`config.mk`:
```
export PLATFORM = sky130hd
export DESIGN_NAME = multicycle_control_unit_flat
export DESIGN_NICKNAME = d
export VERILOG_FILES = /design/src/rtl/multicycle_control_unit_if.sv /design/src/rtl/multicycle_control_unit.sv /design/src/flat_wrapper.sv
export SDC_FILE = /design/constraint.sdc
export NUM_CORES = 1
export LEC_CHECK = 0
export BUFFER_PORTS_ARGS = -buffer_cell sky130_fd_sc_hd__buf_2
export CORE_MARGIN = 2
export CORE_UTILIZATION = 49
export DETAILED_ROUTE_END_ITERATION = 8
export PLACE_DENSITY = 0.88
export SETUP_SLACK_MARGIN = 0.02
export SYNTH_ARGS = -nofsm -noshare
export SYNTH_HDL_FRONTEND = slang
export SYNTH_SLANG_ARGS = --single-unit
```
`constraint.sdc`:
```
create_clock -name clk -period 2.8 [get_ports clk]
set_input_delay 0.56 -clock clk [delete_from_list [all_inputs] [get_ports clk]]
set_output_delay 0.56 -clock clk [all_outputs]
set_load 0.02 [all_outputs]
```
`src/rtl/multicycle_control_unit_if.sv`:
```
`default_nettype none
// ============================================================================
//  Module      : multicycle_control_unit_if
//  Description : Bundles the instruction/memory handshake inputs and every
//                datapath control output of the multi-cycle control unit.
//                master = control unit, slave = datapath / memory side.
//  Revision    : 1.0 - initial release
// ============================================================================
interface multicycle_control_unit_if #(
    parameter int ST_SIZE   = 4,
    parameter int WORD_SIZE = 16
);
    logic [3:0]           opcode;
    logic [5:0]           funct;
    logic                 bcond;
    logic                 i_mem_ready;
    logic                 d_mem_ready;
    logic [ST_SIZE-1:0]   current_state;
    logic                 IR_write;
    logic                 PVSWriteEn;
    logic                 pc_update;
    logic                 RegWrite;
    logic                 is_JL_type;
    logic                 reg_dst;
    logic [1:0]           mem_to_reg;
    logic                 alu_src_a;
    logic [1:0]           alu_src_b;
    logic [2:0]           ALU_func;
    logic [1:0]           pc_src;
    logic                 i_readM;
    logic                 d_readM;
    logic                 d_writeM;
    logic                 output_port_en;
    logic                 is_halted;
    logic [WORD_SIZE-1:0] num_inst;

    modport master (
        input  opcode, funct, bcond, i_mem_ready, d_mem_ready,
        output current_state, IR_write, PVSWriteEn, pc_update, RegWrite,
               is_JL_type, reg_dst, mem_to_reg, alu_src_a, alu_src_b,
               ALU_func, pc_src, i_readM, d_readM, d_writeM,
               output_port_en, is_halted, num_inst
    );

    modport slave (
        output opcode, funct, bcond, i_mem_ready, d_mem_ready,
        input  current_state, IR_write, PVSWriteEn, pc_update, RegWrite,
               is_JL_type, reg_dst, mem_to_reg, alu_src_a, alu_src_b,
               ALU_func, pc_src, i_readM, d_readM, d_writeM,
               output_port_en, is_halted, num_inst
    );
endinterface
`default_nettype wire

```
`src/rtl/multicycle_control_unit.sv`:
```
`default_nettype none
// ============================================================================
//  Module      : multicycle_control_unit
//  Description : FSM sequencing the 16-bit multi-cycle datapath. Decodes the
//                IR opcode/funct, drives all write enables and mux selects,
//                handshakes with instruction/data memory, counts retired
//                instructions and holds the halt flag.
//  Revision    : 1.0 - initial release
// ============================================================================
module multicycle_control_unit #(
    parameter int ST_SIZE   = 4,
    parameter int WORD_SIZE = 16
) (
    input  logic                      clk,
    input  logic                      reset,
    multicycle_control_unit_if.master bus
);
    localparam logic [ST_SIZE-1:0] c_ST_IF   = ST_SIZE'(0);
    localparam logic [ST_SIZE-1:0] c_ST_ID   = ST_SIZE'(1);
    localparam logic [ST_SIZE-1:0] c_ST_EX1  = ST_SIZE'(2);
    localparam logic [ST_SIZE-1:0] c_ST_MEM1 = ST_SIZE'(3);
    localparam logic [ST_SIZE-1:0] c_ST_WB   = ST_SIZE'(4);
    localparam logic [ST_SIZE-1:0] c_ST_HALT = ST_SIZE'(5);

    localparam logic [3:0] c_OP_ALU = 4'd15;
    localparam logic [3:0] c_OP_ADI = 4'd4;
    localparam logic [3:0] c_OP_ORI = 4'd5;
    localparam logic [3:0] c_OP_LHI = 4'd6;
    localparam logic [3:0] c_OP_LWD = 4'd7;
    localparam logic [3:0] c_OP_SWD = 4'd8;
    localparam logic [3:0] c_OP_JMP = 4'd9;
    localparam logic [3:0] c_OP_JAL = 4'd10;

    localparam logic [5:0] c_FN_JPR = 6'd25;
    localparam logic [5:0] c_FN_JRL = 6'd26;
    localparam logic [5:0] c_FN_WWD = 6'd28;
    localparam logic [5:0] c_FN_HLT = 6'd29;

    localparam logic [2:0] c_ALU_ADD = 3'd0;
    localparam logic [2:0] c_ALU_SUB = 3'd1;
    localparam logic [2:0] c_ALU_ORR = 3'd3;

    logic [ST_SIZE-1:0]   state_q, state_d;
    logic [WORD_SIZE-1:0] num_inst_q;
    logic                 is_halted_q;

    logic op_alu, op_rarith, op_jpr, op_jrl, op_wwd, op_hlt;
    logic op_imm, op_lwd, op_swd, op_br, op_jmp, op_jal, needs_ex;

    logic       commit, halt_commit;
    logic       ir_write, pc_update, reg_write, is_jl, reg_dst, alu_src_a;
    logic       i_read, d_read, d_write, out_en;
    logic [1:0] mem_to_reg, alu_src_b, pc_src;
    logic [2:0] alu_func;

    // Instruction class decode from the IR fields.
    assign op_alu    = (bus.opcode == c_OP_ALU);
    assign op_rarith = op_alu && (bus.funct[5:3] == 3'd0);
    assign op_jpr    = op_alu && (bus.funct == c_FN_JPR);
    assign op_jrl    = op_alu && (bus.funct == c_FN_JRL);
    assign op_wwd    = op_alu && (bus.funct == c_FN_WWD);
    assign op_hlt    = op_alu && (bus.funct == c_FN_HLT);
    assign op_imm    = (bus.opcode == c_OP_ADI) || (bus.opcode == c_OP_ORI) ||
                       (bus.opcode == c_OP_LHI);
    assign op_lwd    = (bus.opcode == c_OP_LWD);
    assign op_swd    = (bus.opcode == c_OP_SWD);
    assign op_br     = (bus.opcode[3:2] == 2'b00);
    assign op_jmp    = (bus.opcode == c_OP_JMP);
    assign op_jal    = (bus.opcode == c_OP_JAL);
    assign needs_ex  = op_rarith || op_imm || op_lwd || op_swd || op_br;

    // Next-state and control decode; everything stays quiet while reset is high.
    always_comb begin
        state_d     = state_q;
        commit      = 1'b0;
        halt_commit = 1'b0;
        ir_write    = 1'b0;
        pc_update   = 1'b0;
        reg_write   = 1'b0;
        is_jl       = 1'b0;
        reg_dst     = 1'b0;
        alu_src_a   = 1'b0;
        i_read      = 1'b0;
        d_read      = 1'b0;
        d_write     = 1'b0;
        out_en      = 1'b0;
        mem_to_reg  = 2'd0;
        alu_src_b   = 2'd0;
        pc_src      = 2'd0;
        alu_func    = c_ALU_ADD;
        if (!reset) begin
            case (state_q)
                c_ST_IF: begin
                    i_read = 1'b1;
                    if (bus.i_mem_ready) begin
                        ir_write = 1'b1;
                        state_d  = c_ST_ID;
                    end
                end
                c_ST_ID: begin
                    if (needs_ex) begin
                        state_d = c_ST_EX1;
                    end else begin
                        // Jumps, links, WWD, HLT and undefined encodings retire here.
                        commit    = 1'b1;
                        pc_update = !op_hlt;
                        state_d   = op_hlt ? c_ST_HALT : c_ST_IF;
                        halt_commit = op_hlt;
                        if (op_jmp || op_jal) pc_src = 2'd2;
                        if (op_jpr || op_jrl) pc_src = 2'd3;
                        if (op_jal || op_jrl) begin
                            reg_write  = 1'b1;
                            is_jl      = 1'b1;
                            mem_to_reg = 2'd2;
                        end
                        out_en = op_wwd;
                    end
                end
                c_ST_EX1: begin
                    if (op_br) begin
                        alu_func  = c_ALU_SUB;
                        alu_src_b = bus.opcode[1] ? 2'd2 : 2'd0;
                        commit    = 1'b1;
                        pc_update = 1'b1;
                        pc_src    = bus.bcond ? 2'd1 : 2'd0;
                        state_d   = c_ST_IF;
                    end else if (op_rarith) begin
                        alu_func = bus.funct[2:0];
                        state_d  = c_ST_WB;
                    end else begin
                        // Immediate forms and address generation for loads/stores.
                        alu_src_b = 2'd1;
                        alu_src_a = (bus.opcode == c_OP_LHI);
                        alu_func  = (bus.opcode == c_OP_ORI) ? c_ALU_ORR : c_ALU_ADD;
                        state_d   = (op_lwd || op_swd) ? c_ST_MEM1 : c_ST_WB;
                    end
                end
                c_ST_MEM1: begin
                    if (op_lwd) begin
                        d_read = 1'b1;
                        if (bus.d_mem_ready) state_d = c_ST_WB;
                    end else if (op_swd) begin
                        d_write = 1'b1;
                        if (bus.d_mem_ready) begin
                            commit    = 1'b1;
                            pc_update = 1'b1;
                            state_d   = c_ST_IF;
                        end
                    end else begin
                        state_d = c_ST_IF;
                    end
                end
                c_ST_WB: begin
                    commit     = 1'b1;
                    reg_write  = 1'b1;
                    pc_update  = 1'b1;
                    reg_dst    = op_rarith;
                    mem_to_reg = op_lwd ? 2'd1 : 2'd0;
                    state_d    = c_ST_IF;
                end
                c_ST_HALT: state_d = c_ST_HALT;
                default:   state_d = c_ST_IF;
            endcase
        end
    end

    // State register, retired-instruction counter and halt flag.
    always_ff @(posedge clk) begin
        if (reset) begin
            state_q     <= c_ST_IF;
            num_inst_q  <= '0;
            is_halted_q <= 1'b0;
        end else begin
            state_q <= state_d;
            if (commit) num_inst_q <= num_inst_q + 1'b1;
            if (halt_commit) is_halted_q <= 1'b1;
        end
    end

    assign bus.current_state  = state_q;
    assign bus.IR_write       = ir_write;
    assign bus.PVSWriteEn     = commit;
    assign bus.pc_update      = pc_update;
    assign bus.RegWrite       = reg_write;
    assign bus.is_JL_type     = is_jl;
    assign bus.reg_dst        = reg_dst;
    assign bus.mem_to_reg     = mem_to_reg;
    assign bus.alu_src_a      = alu_src_a;
    assign bus.alu_src_b      = alu_src_b;
    assign bus.ALU_func       = alu_func;
    assign bus.pc_src         = pc_src;
    assign bus.i_readM        = i_read;
    assign bus.d_readM        = d_read;
    assign bus.d_writeM       = d_write;
    assign bus.output_port_en = out_en;
    assign bus.is_halted      = is_halted_q;
    assign bus.num_inst       = num_inst_q;
endmodule
`default_nettype wire

```
`src/flat_wrapper.sv`:
```
// flat-port wrapper written by rule: the top's interface ports become plain ports
module multicycle_control_unit_flat 
#(
    parameter int ST_SIZE   = 4,
    parameter int WORD_SIZE = 16
)
  (clk, reset, bus_opcode, bus_funct, bus_bcond, bus_i_mem_ready, bus_d_mem_ready, bus_current_state, bus_IR_write, bus_PVSWriteEn, bus_pc_update, bus_RegWrite, bus_is_JL_type, bus_reg_dst, bus_mem_to_reg, bus_alu_src_a, bus_alu_src_b, bus_ALU_func, bus_pc_src, bus_i_readM, bus_d_readM, bus_d_writeM, bus_output_port_en, bus_is_halted, bus_num_inst);
  multicycle_control_unit_if #(.ST_SIZE(ST_SIZE), .WORD_SIZE(WORD_SIZE)) bus_i ();
  input  logic clk;
  input  logic reset;
  input wire logic [$bits(bus_i.opcode)-1:0] bus_opcode;
  input wire logic [$bits(bus_i.funct)-1:0] bus_funct;
  input wire logic [$bits(bus_i.bcond)-1:0] bus_bcond;
  input wire logic [$bits(bus_i.i_mem_ready)-1:0] bus_i_mem_ready;
  input wire logic [$bits(bus_i.d_mem_ready)-1:0] bus_d_mem_ready;
  output wire logic [$bits(bus_i.current_state)-1:0] bus_current_state;
  output wire logic [$bits(bus_i.IR_write)-1:0] bus_IR_write;
  output wire logic [$bits(bus_i.PVSWriteEn)-1:0] bus_PVSWriteEn;
  output wire logic [$bits(bus_i.pc_update)-1:0] bus_pc_update;
  output wire logic [$bits(bus_i.RegWrite)-1:0] bus_RegWrite;
  output wire logic [$bits(bus_i.is_JL_type)-1:0] bus_is_JL_type;
  output wire logic [$bits(bus_i.reg_dst)-1:0] bus_reg_dst;
  output wire logic [$bits(bus_i.mem_to_reg)-1:0] bus_mem_to_reg;
  output wire logic [$bits(bus_i.alu_src_a)-1:0] bus_alu_src_a;
  output wire logic [$bits(bus_i.alu_src_b)-1:0] bus_alu_src_b;
  output wire logic [$bits(bus_i.ALU_func)-1:0] bus_ALU_func;
  output wire logic [$bits(bus_i.pc_src)-1:0] bus_pc_src;
  output wire logic [$bits(bus_i.i_readM)-1:0] bus_i_readM;
  output wire logic [$bits(bus_i.d_readM)-1:0] bus_d_readM;
  output wire logic [$bits(bus_i.d_writeM)-1:0] bus_d_writeM;
  output wire logic [$bits(bus_i.output_port_en)-1:0] bus_output_port_en;
  output wire logic [$bits(bus_i.is_halted)-1:0] bus_is_halted;
  output wire logic [$bits(bus_i.num_inst)-1:0] bus_num_inst;
  assign bus_i.opcode = bus_opcode;
  assign bus_i.funct = bus_funct;
  assign bus_i.bcond = bus_bcond;
  assign bus_i.i_mem_ready = bus_i_mem_ready;
  assign bus_i.d_mem_ready = bus_d_mem_ready;
  assign bus_current_state = bus_i.current_state;
  assign bus_IR_write = bus_i.IR_write;
  assign bus_PVSWriteEn = bus_i.PVSWriteEn;
  assign bus_pc_update = bus_i.pc_update;
  assign bus_RegWrite = bus_i.RegWrite;
  assign bus_is_JL_type = bus_i.is_JL_type;
  assign bus_reg_dst = bus_i.reg_dst;
  assign bus_mem_to_reg = bus_i.mem_to_reg;
  assign bus_alu_src_a = bus_i.alu_src_a;
  assign bus_alu_src_b = bus_i.alu_src_b;
  assign bus_ALU_func = bus_i.ALU_func;
  assign bus_pc_src = bus_i.pc_src;
  assign bus_i_readM = bus_i.i_readM;
  assign bus_d_readM = bus_i.d_readM;
  assign bus_d_writeM = bus_i.d_writeM;
  assign bus_output_port_en = bus_i.output_port_en;
  assign bus_is_halted = bus_i.is_halted;
  assign bus_num_inst = bus_i.num_inst;
  multicycle_control_unit #(.ST_SIZE(ST_SIZE), .WORD_SIZE(WORD_SIZE)) u_core (.clk(clk), .reset(reset), .bus(bus_i));
endmodule
```
==> impl_metrics.tcl <==
set metrics [dict create \
    status "completed" \
    seq_area_frac_synth 0.268 \
    setup_viol 0 \
    synthFlopType "dfxtp_1" \
    hold_viol_final 0 \
    hpwl_mm 2.88 \
    synth_nets 216 \
    avgViaCountPerCell 5.98 \
    async_reset_ff_frac 0 \
    cts_buffers 3 \
    startpoint "bus_opcode[3]" \
    ys_warn_count 0 \
    max_freq_mhz 379 \
    worstSetupEndpointType "output pin" \
    fin_setup_tns_ns 0 \
    path_class "in2out" \
    root_buffer "clkbuf_4" \
    rsz0062_at_grt "false" \
    drt_wl_total_mm 3.78 \
    final_core_utilization 0.617 \
    r2r-end "u_core.bus.num_inst[12]" \
    antenna_found_initial 0 \
    finClkSkew_ns 0.000992 \
    r2r_start "u_core.bus.current_state[2]" \
    hold_buffers 0 \
    diodes 0 \
    area_delta_synth_final_pct 23.0 \
    track_usage 0.226 \
    p_leak_nw 0.769 \
    overflow 0 \
    fin_crit_sh 0.943 \
    worstPathArrival_ns 2.08 \
    grt_pass1_vias 1396 \
    boundaryPins 56 \
    die_w_um 59.2 \
    synth-edff-count 0 \
    dp.cells 280 \
    ir_worst_vdd_mv 0.176 \
    power_density_mw_per_mm2 311 \
    layout.cells.non_filler 283 \
    slew_violations 0 \
    drive_above_1_share 0.316 \
    ys_ff_latch 20 \
    cts_resized 0 \
    postCtsSetupBuffers 0 \
    synth_area_mm2 0.00149 \
    reg2reg_slack_ns 0.60 \
    ant_nets 0 \
    grt_max_degree 33 \
    layout_min_cycle_time_ns 2.64 \
    drtIter0Drc 119 \
    clk_latency_ns 0.29 \
    initial_core_util 0.502 \
    drt_first_pass_iters 4 \
    cts_tree "yes" \
    worst_setup_path_start_kind "primary input" \
    endpoint "bus_PVSWriteEn" \
    die_h_um 59.2 \
    place.gp.congestion 0.855 \
    clock_sinks 20 \
    rows 20 \
    cp_max_fo 14 \
    fillers 275 \
    reg2reg_depth 7 \
    seq_area_um2 400 \
    p_total_w 0.000571 \
    timing.hold.ws_ns 0.478 \
    avgSynthCellArea_um2 7.47 \
    cp_data_required_time_ns 2.24 \
    io_buffer_count 54 \
    cts_max_level 1 \
    drc_errors 0 \
    clockBufferDepth 2 \
    hold_class "reg2reg" \
    final_nets 268 \
    wl_per_cell_um 13.4 \
    netlist_instances 200 \
    multiInputGateArea_mm2 0.00101 \
    yosys.cell_types.count 52 \
    grt_pass1_wl_mm 6.23 \
    clk_pin_slew_ns 0.10 \
    drv_cap 0 \
    dr_total_vias 1691 \
    dieArea_mm2 0.00351 \
    core-area_mm2 0.00298 \
]
through the flow:
| stage | setup WS [ns] | cell area [µm²] |
|---|---|---|
| after floorplan | 0.134 | 1510 |
| after global placement | 0.195 | 1810 |
| after detailed placement | 0.165 | 1810 |
| after CTS | 0.146 | 1830 |
| after global routing | 0.0350 | 1840 |
| final | 0.159 | 1840 |
layout make-up:
class                           instances  share of cell area
Inverter                                4             0.00817
Clock buffer                            3              0.0123
Timing Repair Buffer                   63               0.191
Tap cell                               33              0.0225
Sequential cell                        20               0.218
Multi-Input combinational cell        160               0.549
worst min-delay path by stage:
stage,cells after the start,from,end
finish,2,u_core.bus.is_halted,u_core.bus.is_halted
global route,2,u_core.bus.is_halted,u_core.bus.is_halted
CTS,2,u_core.bus.num_inst[15],u_core.bus.num_inst[15]
detailed placement,2,u_core.bus.num_inst[15],u_core.bus.num_inst[15]
global placement,2,u_core.bus.is_halted,u_core.bus.is_halted
floorplan,2,u_core.bus.is_halted,u_core.bus.is_halted
routing by layer:
metal	track usage	up-vias	part of all wire
met5	0	-	0
met4	0.0649	0	0.010
met3	0.0415	4	0.050
met2	0.374	57	0.49
met1	0.299	779	0.45
li1	-	851	-
cells in the mapped netlist (2+ instances only):
library cell | number | area [µm²]
dfxtp_1 | 20 | 400
nor3_1 | 7 | 35.0
buf_2 | 2 | 10.0
a21oi_1 | 20 | 100
o21bai_1 | 2 | 15.0
nor2_1 | 12 | 45.0
o31ai_1 | 7 | 52.6
a31oi_1 | 2 | 12.5
and3_1 | 7 | 43.8
nor4_1 | 5 | 31.3
nand3b_1 | 3 | 22.5
inv_1 | 4 | 15.0
buf_6 | 2 | 22.5
nor2b_1 | 9 | 56.3
or3_1 | 7 | 43.8
nand4_1 | 3 | 18.8
nand2_1 | 16 | 60.1
o21ai_0 | 10 | 50.1
buf_4 | 3 | 22.5
clkbuf_1 | 9 | 33.8
nor3b_1 | 2 | 15.0
or4_1 | 7 | 52.6
o311ai_0 | 2 | 17.5
or2_2 | 3 | 18.8
nand4b_1 | 2 | 17.5
nand3_1 | 6 | 30.0
o31a_1 | 2 | 17.5
a32oi_1 | 2 | 17.5
cell usage in the layout (no fill, tap or decap), drive strengths merged, types with 2 or more instances in the layout:
| cell type | n |
|---|---|
| buf | 63 |
| a21oi | 20 |
| dfxtp | 20 |
| nand2 | 16 |
| nor2 | 12 |
| o21ai | 11 |
| nor2b | 9 |
| or4 | 8 |
| and3 | 7 |
| or3 | 7 |
| o31ai | 7 |
| nor3 | 7 |
| nand3 | 6 |
| nor4 | 5 |
| inv | 4 |
| nand4 | 3 |
| nand3b | 3 |
| or2 | 3 |
| clkbuf | 3 |
| nand4b | 2 |
| a32oi | 2 |
| o21bai | 2 |
| a31oi | 2 |
| o31a | 2 |
| o311ai | 2 |
| nor3b | 2 |
| a211oi | 2 |
registers in the layout (all words and copies together) (netlist names):
signal	count
u_core.bus.current_state	3
u_core.bus.is_halted	1
u_core.bus.num_inst	16
cell families (layout without fill, tap and decap cells):
group	Yosys count	after routing	synth area share
flops	20	20	0.268
compound gates	58	58	0.255
xor+xnor	2	2	0.0117
simple gates	98	98	0.384
buf+inv	20	70	0.0695
fa+ha+maj	1	1	0.00837
other cells	1	1	0.00251
critical path: stages:
cell,delay (ns)
buf_2,0.19
nand4_1,0.18
or4_4,0.49
a211oi_2,0.42
nor2_1,0.07
buf_2,0.17
report_power, final:
part           switching, W  internal [W]  total (W)
Sequential       0.00000499      0.000290   0.000295
Combinational     0.0000879     0.0000557   0.000144
Clock             0.0000821     0.0000501   0.000132
Total              0.000175      0.000396   0.000571
(Power assumes the default switching activity.)
